## config.mk

```make
export PLATFORM = sky130hd
export DESIGN_NAME = uart_rx
export DESIGN_NICKNAME = d
export VERILOG_FILES = /design/src/rtl/uart_rx.sv
export SDC_FILE = /design/constraint.sdc
export NUM_CORES = 1
export LEC_CHECK = 0
export BUFFER_PORTS_ARGS = -buffer_cell sky130_fd_sc_hd__buf_2
export CAP_MARGIN = 0
export CORE_MARGIN = 2
export CORE_UTILIZATION = 40
export CTS_CLUSTER_SIZE = 8
export DETAILED_ROUTE_END_ITERATION = 10
export PLACE_DENSITY = 0.53
export REMOVE_ABC_BUFFERS = 1
export SYNTH_ARGS = -nofsm -noshare
export SYNTH_HDL_FRONTEND = slang
export SYNTH_SLANG_ARGS = --single-unit
```

## constraint.sdc

```tcl
create_clock -name clk -period 4.2 [get_ports clk]
set_clock_uncertainty 0.05 [all_clocks]
set_input_delay 0.84 -clock clk [delete_from_list [all_inputs] [get_ports clk]]
set_output_delay 0.84 -clock clk [all_outputs]
set_load 0.02 [all_outputs]
```

## src/rtl/uart_rx.sv

```systemverilog
// 8N1 UART receiver, LSB first, oversampled at OVERSAMPLE x BAUD with centre sampling.
// Rejects false starts, checks the stop bit and waits out a held-low (break) line.
module uart_rx #(
  parameter int          CLK_HZ     = 12_000_000,
  parameter int          BAUD       = 9600,
  parameter int          OVERSAMPLE = 16,
  parameter logic [15:0] SAMPLE_DIV = 16'(CLK_HZ / (BAUD * OVERSAMPLE))
) (
  input  logic       clk,
  input  logic       nrst,
  input  logic       rxd,
  output logic [7:0] rx_data,
  output logic       rx_valid,
  output logic       rx_frame_err,
  output logic       rx_busy
);

  localparam int            TW   = $clog2(OVERSAMPLE);
  localparam logic [TW-1:0] HALF = TW'(OVERSAMPLE / 2 - 1);
  localparam logic [TW-1:0] LAST = TW'(OVERSAMPLE - 1);

  typedef enum logic [2:0] {IDLE, START, DATA, STOP, BREAK} state_t;

  state_t        state, state_n;
  logic          rxd_m, rxd_s;
  logic [15:0]   cnt;
  logic          tick;
  logic [TW-1:0] tcnt, tcnt_n;
  logic [2:0]    bidx, bidx_n;
  logic [7:0]    shreg, shreg_n;
  logic [7:0]    data_n;
  logic          valid_n, err_n;

  always_ff @(posedge clk) begin
    if (!nrst) begin
      rxd_m <= 1'b1;
      rxd_s <= 1'b1;
    end else begin
      rxd_m <= rxd;
      rxd_s <= rxd_m;
    end
  end

  always_ff @(posedge clk) begin
    if (!nrst)         cnt <= SAMPLE_DIV - 16'd1;
    else if (cnt == 0) cnt <= SAMPLE_DIV - 16'd1;
    else               cnt <= cnt - 16'd1;
  end

  assign tick    = (cnt == 16'd0);
  assign rx_busy = (state != IDLE);

  always_ff @(posedge clk) begin
    if (!nrst) begin
      state        <= IDLE;
      tcnt         <= '0;
      bidx         <= '0;
      shreg        <= '0;
      rx_data      <= '0;
      rx_valid     <= 1'b0;
      rx_frame_err <= 1'b0;
    end else begin
      state        <= state_n;
      tcnt         <= tcnt_n;
      bidx         <= bidx_n;
      shreg        <= shreg_n;
      rx_data      <= data_n;
      rx_valid     <= valid_n;
      rx_frame_err <= err_n;
    end
  end

  // Strobes default low every cycle, so they last exactly one clock.
  always_comb begin
    state_n = state;
    tcnt_n  = tcnt;
    bidx_n  = bidx;
    shreg_n = shreg;
    data_n  = rx_data;
    valid_n = 1'b0;
    err_n   = 1'b0;
    if (tick) begin
      case (state)
        IDLE: begin
          if (!rxd_s) begin
            state_n = START;
            tcnt_n  = '0;
          end
        end
        START: begin
          if (tcnt == HALF) begin
            tcnt_n  = '0;
            bidx_n  = '0;
            state_n = rxd_s ? IDLE : DATA;
          end else begin
            tcnt_n = tcnt + TW'(1);
          end
        end
        DATA: begin
          if (tcnt == LAST) begin
            tcnt_n  = '0;
            shreg_n = {rxd_s, shreg[7:1]};
            bidx_n  = bidx + 3'd1;
            if (bidx == 3'd7) state_n = STOP;
          end else begin
            tcnt_n = tcnt + TW'(1);
          end
        end
        STOP: begin
          // Returning to IDLE at the stop centre leaves half a bit to catch a back-to-back start.
          if (tcnt == LAST) begin
            tcnt_n  = '0;
            data_n  = shreg;
            valid_n = rxd_s;
            err_n   = !rxd_s;
            state_n = rxd_s ? IDLE : BREAK;
          end else begin
            tcnt_n = tcnt + TW'(1);
          end
        end
        BREAK: begin
          if (rxd_s) begin
            state_n = IDLE;
            tcnt_n  = '0;
          end
        end
        default: begin
          state_n = IDLE;
          tcnt_n  = '0;
        end
      endcase
    end
  end

endmodule

```

==> results of run 1 <==
==> kinds of logic (layout without fill, tap and decap cells) <==
kind of cell | count (synthesis) | in the layout | synth area share
AO/OA/AOI/OAI | 64 | 64 | 0.166
XOR/XNOR | 11 | 11 | 0.0442
adder cells (fa/ha/maj) | 4 | 4 | 0.0229
buffers and inverters | 21 | 29 | 0.0378
flip-flops | 46 | 46 | 0.422
multiplexers | 3 | 3 | 0.0138
AND/OR/NAND/NOR | 108 | 108 | 0.293
==> stage by stage <==
step           utilization  setup WS (ns)
6_report             0.460           1.88
5_1_grt              0.460           1.71
4_1_cts              0.460           1.87
3_5_place_dp         0.443           1.70
3_3_place_gp         0.443           1.72
2_1_floorplan            -           1.97
==> how the worst max path moves through the flow <==
stage	from	end	cells after the start
6_report	cnt[0]$_SDFF_PP1_	bidx[1]$_SDFFE_PN0P_	6
5_1_grt	cnt[0]$_SDFF_PP1_	cnt[15]$_SDFF_PP0_	7
4_1_cts	cnt[0]$_SDFF_PP1_	bidx[1]$_SDFFE_PN0P_	6
3_5_place_dp	nrst	state[1]$_SDFFE_PN0P_	5
3_3_place_gp	nrst	state[1]$_SDFFE_PN0P_	5
2_1_floorplan	cnt[0]$_SDFF_PP1_	state[2]$_SDFFE_PN0P_	6
==> routing by layer <==
metal	vias up	routed length, um
met5	-	0
met4	0	89
met3	7	189
met2	41	2130
met1	871	2340
li1	965	-
==> registers in the layout, indices dropped and copies added, names as in the netlist <==
signal and flops:
bidx 3, cnt 16, rx_data 8, rx_frame_err 1, rx_valid 1, rxd_m 1
rxd_s 1, shreg 8, state 3, tcnt 4
==> power by group through the flow <==
stage | Combinational, uW | Sequential [uW] | Clock (uW)
detailed placement | 25.8 | 456 | 0
global placement | 25.9 | 456 | 0
CTS | 25.8 | 445 | 276
floorplan | 17.5 | 455 | 0
global route | 28.6 | 446 | 293
finish | 25.7 | 445 | 267
==> synthesized netlist by cell type (all sizes together) (3+ instances only) <==
library cell	instances	area, um2
nor4	3	33.8
nand4	23	144
and3	3	18.8
nor2	18	67.6
xnor2	7	61.3
dfxtp	46	921
nor3	5	41.3
clkbuf	12	45.0
or4	7	56.3
or3	5	31.3
xor2	4	35.0
mux2i	3	30.0
nand2b	5	31.3
o31ai	3	22.5
inv	5	18.8
nand3	7	35.0
nand2	17	63.8
ha	4	50.1
o21ai	24	120
a21oi	26	130
buf	4	18.8
==> layout make-up <==
class	instances	area (um2)
multi-input combinational	190	1180
fill	528	2790
clock buffer	6	72.6
tap	70	87.6
timing repair buffer	16	87.6
sequential	46	921
clock inverter	2	13.8
inverter	5	18.8
==> reports/summary.txt, run 1 <==
Initial Utilization -> 0.422
drt drc -> 0
Rel. slew slack -> 0.441
drt pass-1 iters -> 4
MaxCap Viol Count -> 0
Placed Area -> 2290 um2
Cell variety after synth -> 48
Worst path slowest cell -> and4_1
vias per std cell -> 5.62
RSZ-0062 raised after global routing -> false
DIE WIDTH -> 77.9 um
GRT met3 Usage -> 0.0349
first-pass GRT wire length -> 8.34 mm
hold wc startpoint -> rxd_m$_SDFF_PN1_
Die ar. -> 6060 um2
busiest grt layer -> met2
die outline height -> 77.9 um
Area Overhead vs Synth -> 9.06%
final hold vios -> 0
most frequent cells in the layout -> dfxtp_1 (46), a21oi_1 (26), nand4_1 (23), nor2_1 (18), nand2_1 (17)
synthesized area per cell -> 8.49 um2
CORE AREA -> 5170 um2
Via Count -> 1884
ys flop type -> dfxtp_1
Worst IR Drop VDD -> 0.141 mV
Clk network pwr share -> 0.362
Fmax -> 0.432 GHz
NetSw -> 171 uW
Total GRT Usage -> 0.169
post-layout instance area -> 2380 um2
final std cells w/o fill -> 335
post-synthesis register bit count -> 46
status -> completed
largest net degree at the start of global routing -> 28
commonest non-fill, non-tap cell in the layout -> dfxtp_1
DP Cell Count -> 327
Total Wirelength -> 4.75 mm
setup TNS -> 0 ns
post-detail-place hpwl -> 3.17 mm
clk slew on worst S/H paths -> 0.08 ns
P_leak -> 0.000843 uW
Mapped Area -> 2180 um2
Cells after Synth -> 257
reg2reg end -> bidx[1]$_SDFFE_PN0P_
Comb power frac -> 0.035
crit path DAT -> 2.44 ns
Critical Path Fanout Max -> 21
Final setup viols -> 0
P per Cell Area -> 310 nW/um2
Req. time, crit path -> 4.33 ns
Hold Path Stages -> 1
yosys warns -> 0
CP top delay family -> simple AND/OR/NAND/NOR gates
Max clock buf depth -> 2
sequential power share -> 0.603
Crit Reg-Reg Startpoint -> cnt[0]$_SDFF_PP1_
initial antenna violation count -> 0
clk_lat worst skew -> 0.30 ns
CP Capture Type -> flop
fin crit period -> 2.32 ns
initial DRC count -> 77
final worst-path cycle share -> 0.551
Crit Path Category -> flop to flop
worst min-delay path class -> flop to flop
sequential fraction of the synthesis area -> 0.422
internal power -> 567 uW
post-cts resize count -> 0
I/O pins -> 14
CP cell instances -> inv_1 > ha_1 > nor2b_1 > and4_1 > o211ai_1 > mux2i_1
Final Wtd Congestion -> 0.773
met2 GRT Util -> 0.267
clk root buf -> clkbuf_8
Buf/Inv on CP -> 1
CTS tree -> yes
CP peak stage delay -> 0.72 ns
share of post-route cells with drive strength above 1 -> 0.113
smallest hold slack -> 0.366 ns
post-route ant nets -> 0
Final Slew Violations -> 0
row cnt -> 26
post-CTS setup buffer count -> 0
Worst Reg2Reg Path Length in Cells -> 6
number of H-tree levels -> 2
Post-synth EDFFs -> 0
reg2reg setup slack -> 1.88 ns
Switching Share -> 0.232
Hold Buf Count CTS -> 0
diodes inserted -> 0
Buffers on Ports -> 13
nets -> 271
GR Util met1 -> 0.228
asr flop ratio synth -> 0
Min-Delay Endpoint -> rxd_s$_SDFF_PN1_
vias in the first global route -> 1705
Sink Count -> 46
Power Total -> 738 uW
Wirelength per Cell -> 14.2 um
worst slew pin tran -> 0.830 ns
CP startpoint kind -> flop
GRT overflow -> 0
CTS buffer count -> 5
(Power assumes the default switching activity.)
==> run 2: changes to the inputs <==
Clock period 4.2 ns to 2.25 ns, I/O delays scaled along.
==> reports/summary.txt, run 2 (synthesis results as in run 1) <==
number of H-tree levels -> 2 (unchanged)
drt drc -> 0 (unchanged)
clk_lat worst skew -> 0.30 ns (about the same)
DP Cell Count -> 342 (+4.6%)
Fmax -> 0.475 GHz (+10%)
Placed Area -> 2410 um2 (+4.9%)
post-detail-place hpwl -> 3.41 mm (+7.6%)
most frequent cells in the layout -> dfxtp_1 (46), a21oi_1 (26), nand4_1 (23), nor2_1 (18), buf_4 (18)
diodes inserted -> 0 (unchanged)
Via Count -> 1918 (+1.8%)
status -> completed
Total Wirelength -> 4.85 mm (+2.0%)
vias in the first global route -> 1841 (+8.0%)
row cnt -> 26 (unchanged)
post-layout instance area -> 2520 um2 (+5.9%)
share of post-route cells with drive strength above 1 -> 0.164 (+0.0511)
Req. time, crit path -> 2.44 ns (-1.89 ns)
initial DRC count -> 194 (+150%)
Critical Path Fanout Max -> 7 (-67%)
CTS tree -> yes
Final setup viols -> 0 (unchanged)
Total GRT Usage -> 0.175 (+0.00535)
post-CTS setup buffer count -> 0 (unchanged)
Worst IR Drop VDD -> 0.346 mV (+150%)
final worst-path cycle share -> 0.935 (+0.384)
Sink Count -> 46 (unchanged)
initial antenna violation count -> 0 (unchanged)
clk slew on worst S/H paths -> 0.09 ns (about the same)
max FFs per register -> 16 (unchanged)
vias per std cell -> 5.48 (-2.6%)
setup TNS -> 0 ns (unchanged)
post-cts resize count -> 0 (unchanged)
Max clock buf depth -> 2 (unchanged)
P_leak -> 0.000924 uW (+9.7%)
DIE WIDTH -> 77.9 um (unchanged)
MaxCap Viol Count -> 0 (unchanged)
GRT overflow -> 0 (unchanged)
Die ar. -> 6060 um2 (unchanged)
final hold vios -> 0 (unchanged)
Wirelength per Cell -> 13.9 um (-2.4%)
Initial Utilization -> 0.422 (unchanged)
Hold Buf Count CTS -> 0 (unchanged)
final std cells w/o fill -> 350 (+4.5%)
Final Slew Violations -> 0 (unchanged)
RSZ-0062 raised after global routing -> false
CP Capture Type -> flop
post-route ant nets -> 0 (unchanged)
Buffers on Ports -> 13 (unchanged)
drt pass-1 iters -> 4 (unchanged)
I/O pins -> 14 (unchanged)
P per Cell Area -> 597 nW/um2 (+93%)
CP startpoint kind -> flop
CORE AREA -> 5170 um2 (unchanged)
Biggest register -> cnt
die outline height -> 77.9 um (unchanged)
CTS buffer count -> 5 (unchanged)
final design utilization -> 0.487 (+0.0271)
clk root buf -> clkbuf_8
commonest non-fill, non-tap cell in the layout -> dfxtp_1
largest net degree at the start of global routing -> 28 (unchanged)
first-pass GRT wire length -> 8.61 mm (+3.3%)
Crit Path Category -> flop to flop
Final Wtd Congestion -> 0.815 (+5.4%)
top flop regs -> cnt (16), rx_data (8), shreg (8)
Area Overhead vs Synth -> 15.5%
worst slew pin tran -> 0.576 ns (-0.255 ns)
worst min-delay path class -> input port to flop
fin crit period -> 2.10 ns (-0.212 ns)
crit path DAT -> 2.29 ns (-0.15 ns)
Rel. slew slack -> 0.614 (+0.173)
nets -> 286 (+5.5%)
==> run 2: path summary, 6_finish.rpt <==
path	start	to	slack (ns)	cells after the start
min reg2reg	rxd_m$_SDFF_PN1_	rxd_s$_SDFF_PN1_	0.36	1
max reg2reg	tcnt[0]$_SDFFE_PN0P_	tcnt[0]$_SDFFE_PN0P_	0.15	5
min	rxd	rxd_m$_SDFF_PN1_	0.28	2
max	tcnt[0]$_SDFFE_PN0P_	tcnt[0]$_SDFFE_PN0P_	0.15	5
==> run 2: worst max-delay path: stages, from the launching register on <==
cell     delay, ns
dfxtp_1       0.34
ha_1          0.29
and3_1        0.26
o32ai_1       0.47
or4b_1        0.48
a21oi_1       0.15
==> run 2: layout make-up <==
class,count,area [um2]
clock buffers,5,68.8
clock inverters,3,45.0
fillers,497,2650
inverters,5,18.8
multi-input cells,190,1180
flip-flops and latches,46,921
well taps,70,87.6
repair buffers,31,200
==> run 2: report_power, final <==
part	leakage [uW]	switching (uW)	internal [uW]
combinational	0.000502	33.4	21.6
sequential	0.000372	9.38	822
clock	0.0000504	288	330
==> run 2: metal layers <==
layer | global-route usage | part of all wire | vias to the layer above
met1 | 0.233 | 0.49 | 895
met4 | 0.0661 | 0.012 | 0
met5 | 0 | 0 | -
met3 | 0.0349 | 0.032 | 7
li1 | - | - | 991
met2 | 0.278 | 0.46 | 25
==> run 2: per-stage QoR <==
step	worst slack (ns)	hold slack, ns	total power (uW)
global placement	0.224	0.338	905
detailed placement	0.197	0.344	906
global route	0.0703	0.272	1580
floorplan	0.0167	0.335	881
CTS	0.192	0.270	1520
finish	0.146	0.277	1510
==> run 3: changes to the inputs <==
Settings changed: CELL_PAD_IN_SITES_DETAIL_PLACEMENT from default to 1, CELL_PAD_IN_SITES_GLOBAL_PLACEMENT from default to 1, CTS_BUF_LIST from default to sky130_fd_sc_hd__clkbuf_2, PLACE_DENSITY 0.53 to 0.74.
==> reports/summary.txt, run 3 (synthesis results as in run 1) <==
Total GRT Usage -> 0.185 (+0.0103)
Worst Reg2Reg Path Length in Cells -> 4 (-1)
post-CTS setup buffer count -> 0 (unchanged)
CTS tree -> yes
drt pass-1 iters -> 4 (unchanged)
Final Wtd Congestion -> 0.773 (-5.1%)
CP peak stage delay -> 0.72 ns (+0.24 ns)
reg2reg setup slack -> 0.13 ns (-0.02 ns)
CP cell instances -> or4_4 > or4_1 > o21ai_1 > a21oi_1
max FFs per register -> 16 (unchanged)
Filler cells -> 636 (+28%)
CP Depth -> 4 (-1)
I/O pins -> 14 (unchanged)
initial antenna violation count -> 0 (unchanged)
Final Slew Violations -> 0 (unchanged)
Max clock buf depth -> 2 (unchanged)
MaxCap Viol Count -> 0 (unchanged)
post-detail-place hpwl -> 3.80 mm (+12%)
CTS buffer count -> 5 (unchanged)
Total Wirelength -> 5.35 mm (+10%)
Req. time, crit path -> 2.54 ns (+0.10 ns)
initial DRC count -> 83 (-57%)
Worst path slowest cell -> or4_1
top flop regs -> cnt (16), rx_data (8), shreg (8)
Via Count -> 1962 (+2.3%)
Die ar. -> 6060 um2 (unchanged)
status -> completed
fin crit period -> 2.12 ns (+0.0162 ns)
P per Cell Area -> 513 nW/um2 (-14%)
share of post-route cells with drive strength above 1 -> 0.153 (-0.0116)
Biggest register -> cnt
crit path DAT -> 2.41 ns (+0.12 ns)
Seq. cell area -> 921 um2 (unchanged)
Rel. slew slack -> 0.702 (+0.0880)
CP Capture Type -> flop
reg2reg end -> rx_data[0]$_SDFFE_PN0P_
Crit Path Category -> flop to flop
vias per std cell -> 5.69 (+3.8%)
vias in the first global route -> 1902 (+3.3%)
clk slew on worst S/H paths -> 0.24 ns (+0.15 ns)
worst setup path start -> cnt[9]$_SDFF_PP0_
P_leak -> 0.000879 uW (-5.0%)
Multi-input gate area -> 1180 um2 (+0.21%)
die outline height -> 77.9 um (unchanged)
drt drc -> 0 (unchanged)
nets -> 281 (-1.7%)
Sink Count -> 46 (unchanged)
most frequent cells in the layout -> dfxtp_1 (46), a21oi_1 (26), nand4_1 (23), nor2_1 (18), nand2_1 (17)
Final setup viols -> 0 (unchanged)
final worst-path cycle share -> 0.942 (+0.00721)
CP top delay family -> simple AND/OR/NAND/NOR gates
CP startpoint kind -> flop
Buf/Inv on CP -> 0 (unchanged)
number of H-tree levels -> 2 (unchanged)
worst slew pin tran -> 0.441 ns (-0.134 ns)
Initial Utilization -> 0.422 (unchanged)
post-route ant nets -> 0 (unchanged)
DIE WIDTH -> 77.9 um (unchanged)
Critical Path Fanout Max -> 8 (+1)
worst min-delay path class -> input port to flop
end of the critical path -> rx_data[0]$_SDFFE_PN0P_
clk root buf -> clkbuf_2
Crit Reg-Reg Startpoint -> cnt[9]$_SDFF_PP0_
GRT overflow -> 0 (unchanged)
Wirelength per Cell -> 15.5 um (+12%)
Area Overhead vs Synth -> 10.8%
Worst IR Drop VDD -> 0.347 mV (+0.28%)
Fmax -> 0.472 GHz (-0.77%)
first-pass GRT wire length -> 9.03 mm (+4.9%)
diodes inserted -> 0 (unchanged)
commonest non-fill, non-tap cell in the layout -> dfxtp_1
clk_lat worst skew -> 0.43 ns (+0.13 ns)
row cnt -> 26 (unchanged)
Buffers on Ports -> 13 (unchanged)
largest net degree at the start of global routing -> 28 (unchanged)
CORE AREA -> 5170 um2 (unchanged)
RSZ-0062 raised after global routing -> false
Power Total -> 1240 uW (-18%)
setup TNS -> 0 ns (unchanged)
final hold vios -> 0 (unchanged)
[run 3: final cells by class]
| class | instances | share of cell area |
|---|---|---|
| repair buffers | 26 | 0.0673 |
| flip-flops and latches | 46 | 0.381 |
| multi-input cells | 190 | 0.489 |
| clock inverters | 3 | 0.00880 |
| well taps | 70 | 0.0362 |
| clock buffers | 5 | 0.0104 |
| inverters | 5 | 0.00776 |
[run 3: where the power goes]
group | switching [uW] | total [uW] | internal (uW)
Combinational | 32.2 | 51.0 | 18.8
Sequential | 9.69 | 836 | 826
Clock | 278 | 354 | 76.3
Total | 320 | 1240 | 921
[run 3: per-stage QoR]
| step | util | setup WS (ns) | hold slack (ns) | std cells | cell area, um2 |
|---|---|---|---|---|---|
| 3_5_place_dp | 0.458 | 0.155 | 0.352 | 337 | 2370 |
| 5_1_grt | 0.467 | 0.00718 | 0.121 | 345 | 2420 |
| 3_3_place_gp | 0.458 | 0.203 | 0.345 | 337 | 2370 |
| 2_1_floorplan | - | 0.0167 | 0.335 | 241 | 2120 |
| 4_1_cts | 0.467 | 0.116 | 0.118 | 345 | 2410 |
| 6_report | 0.467 | 0.130 | 0.147 | 345 | 2420 |
[run 3: worst min path at each step]
stage | startpoint | end | slack, ns | cells after the start
2_1_floorplan | cnt[0]$_SDFF_PP1_ | cnt[0]$_SDFF_PP1_ | 0.34 | 1
6_report | rxd | rxd_m$_SDFF_PN1_ | 0.15 | 2
3_3_place_gp | rxd_m$_SDFF_PN1_ | rxd_s$_SDFF_PN1_ | 0.34 | 1
3_5_place_dp | rxd_m$_SDFF_PN1_ | rxd_s$_SDFF_PN1_ | 0.35 | 1
5_1_grt | rxd | rxd_m$_SDFF_PN1_ | 0.12 | 2
4_1_cts | rxd | rxd_m$_SDFF_PN1_ | 0.12 | 2
[run 3: worst register-to-register path, cell delays in order, from the launching register on]
cell and delay [ns]:
dfxtp_1 0.41, or4_4 0.57, or4_1 0.72, o21ai_1 0.20
a21oi_1 0.07
[run 3: repair_timing]
action | in CTS | in global routing
resized for setup | 0 | 1
endpoints found under the setup margin | 0 | 2
hold buffers | 0 | 0
[run 3: routing by layer]
metal | share of wire | vias up | track usage | routed length, um
li1 | - | 982 | - | -
met1 | 0.49 | 947 | 0.244 | 2630
met2 | 0.46 | 25 | 0.303 | 2480
met3 | 0.031 | 8 | 0.0349 | 167
met4 | 0.013 | 0 | 0.0643 | 72
met5 | 0 | - | 0 | 0
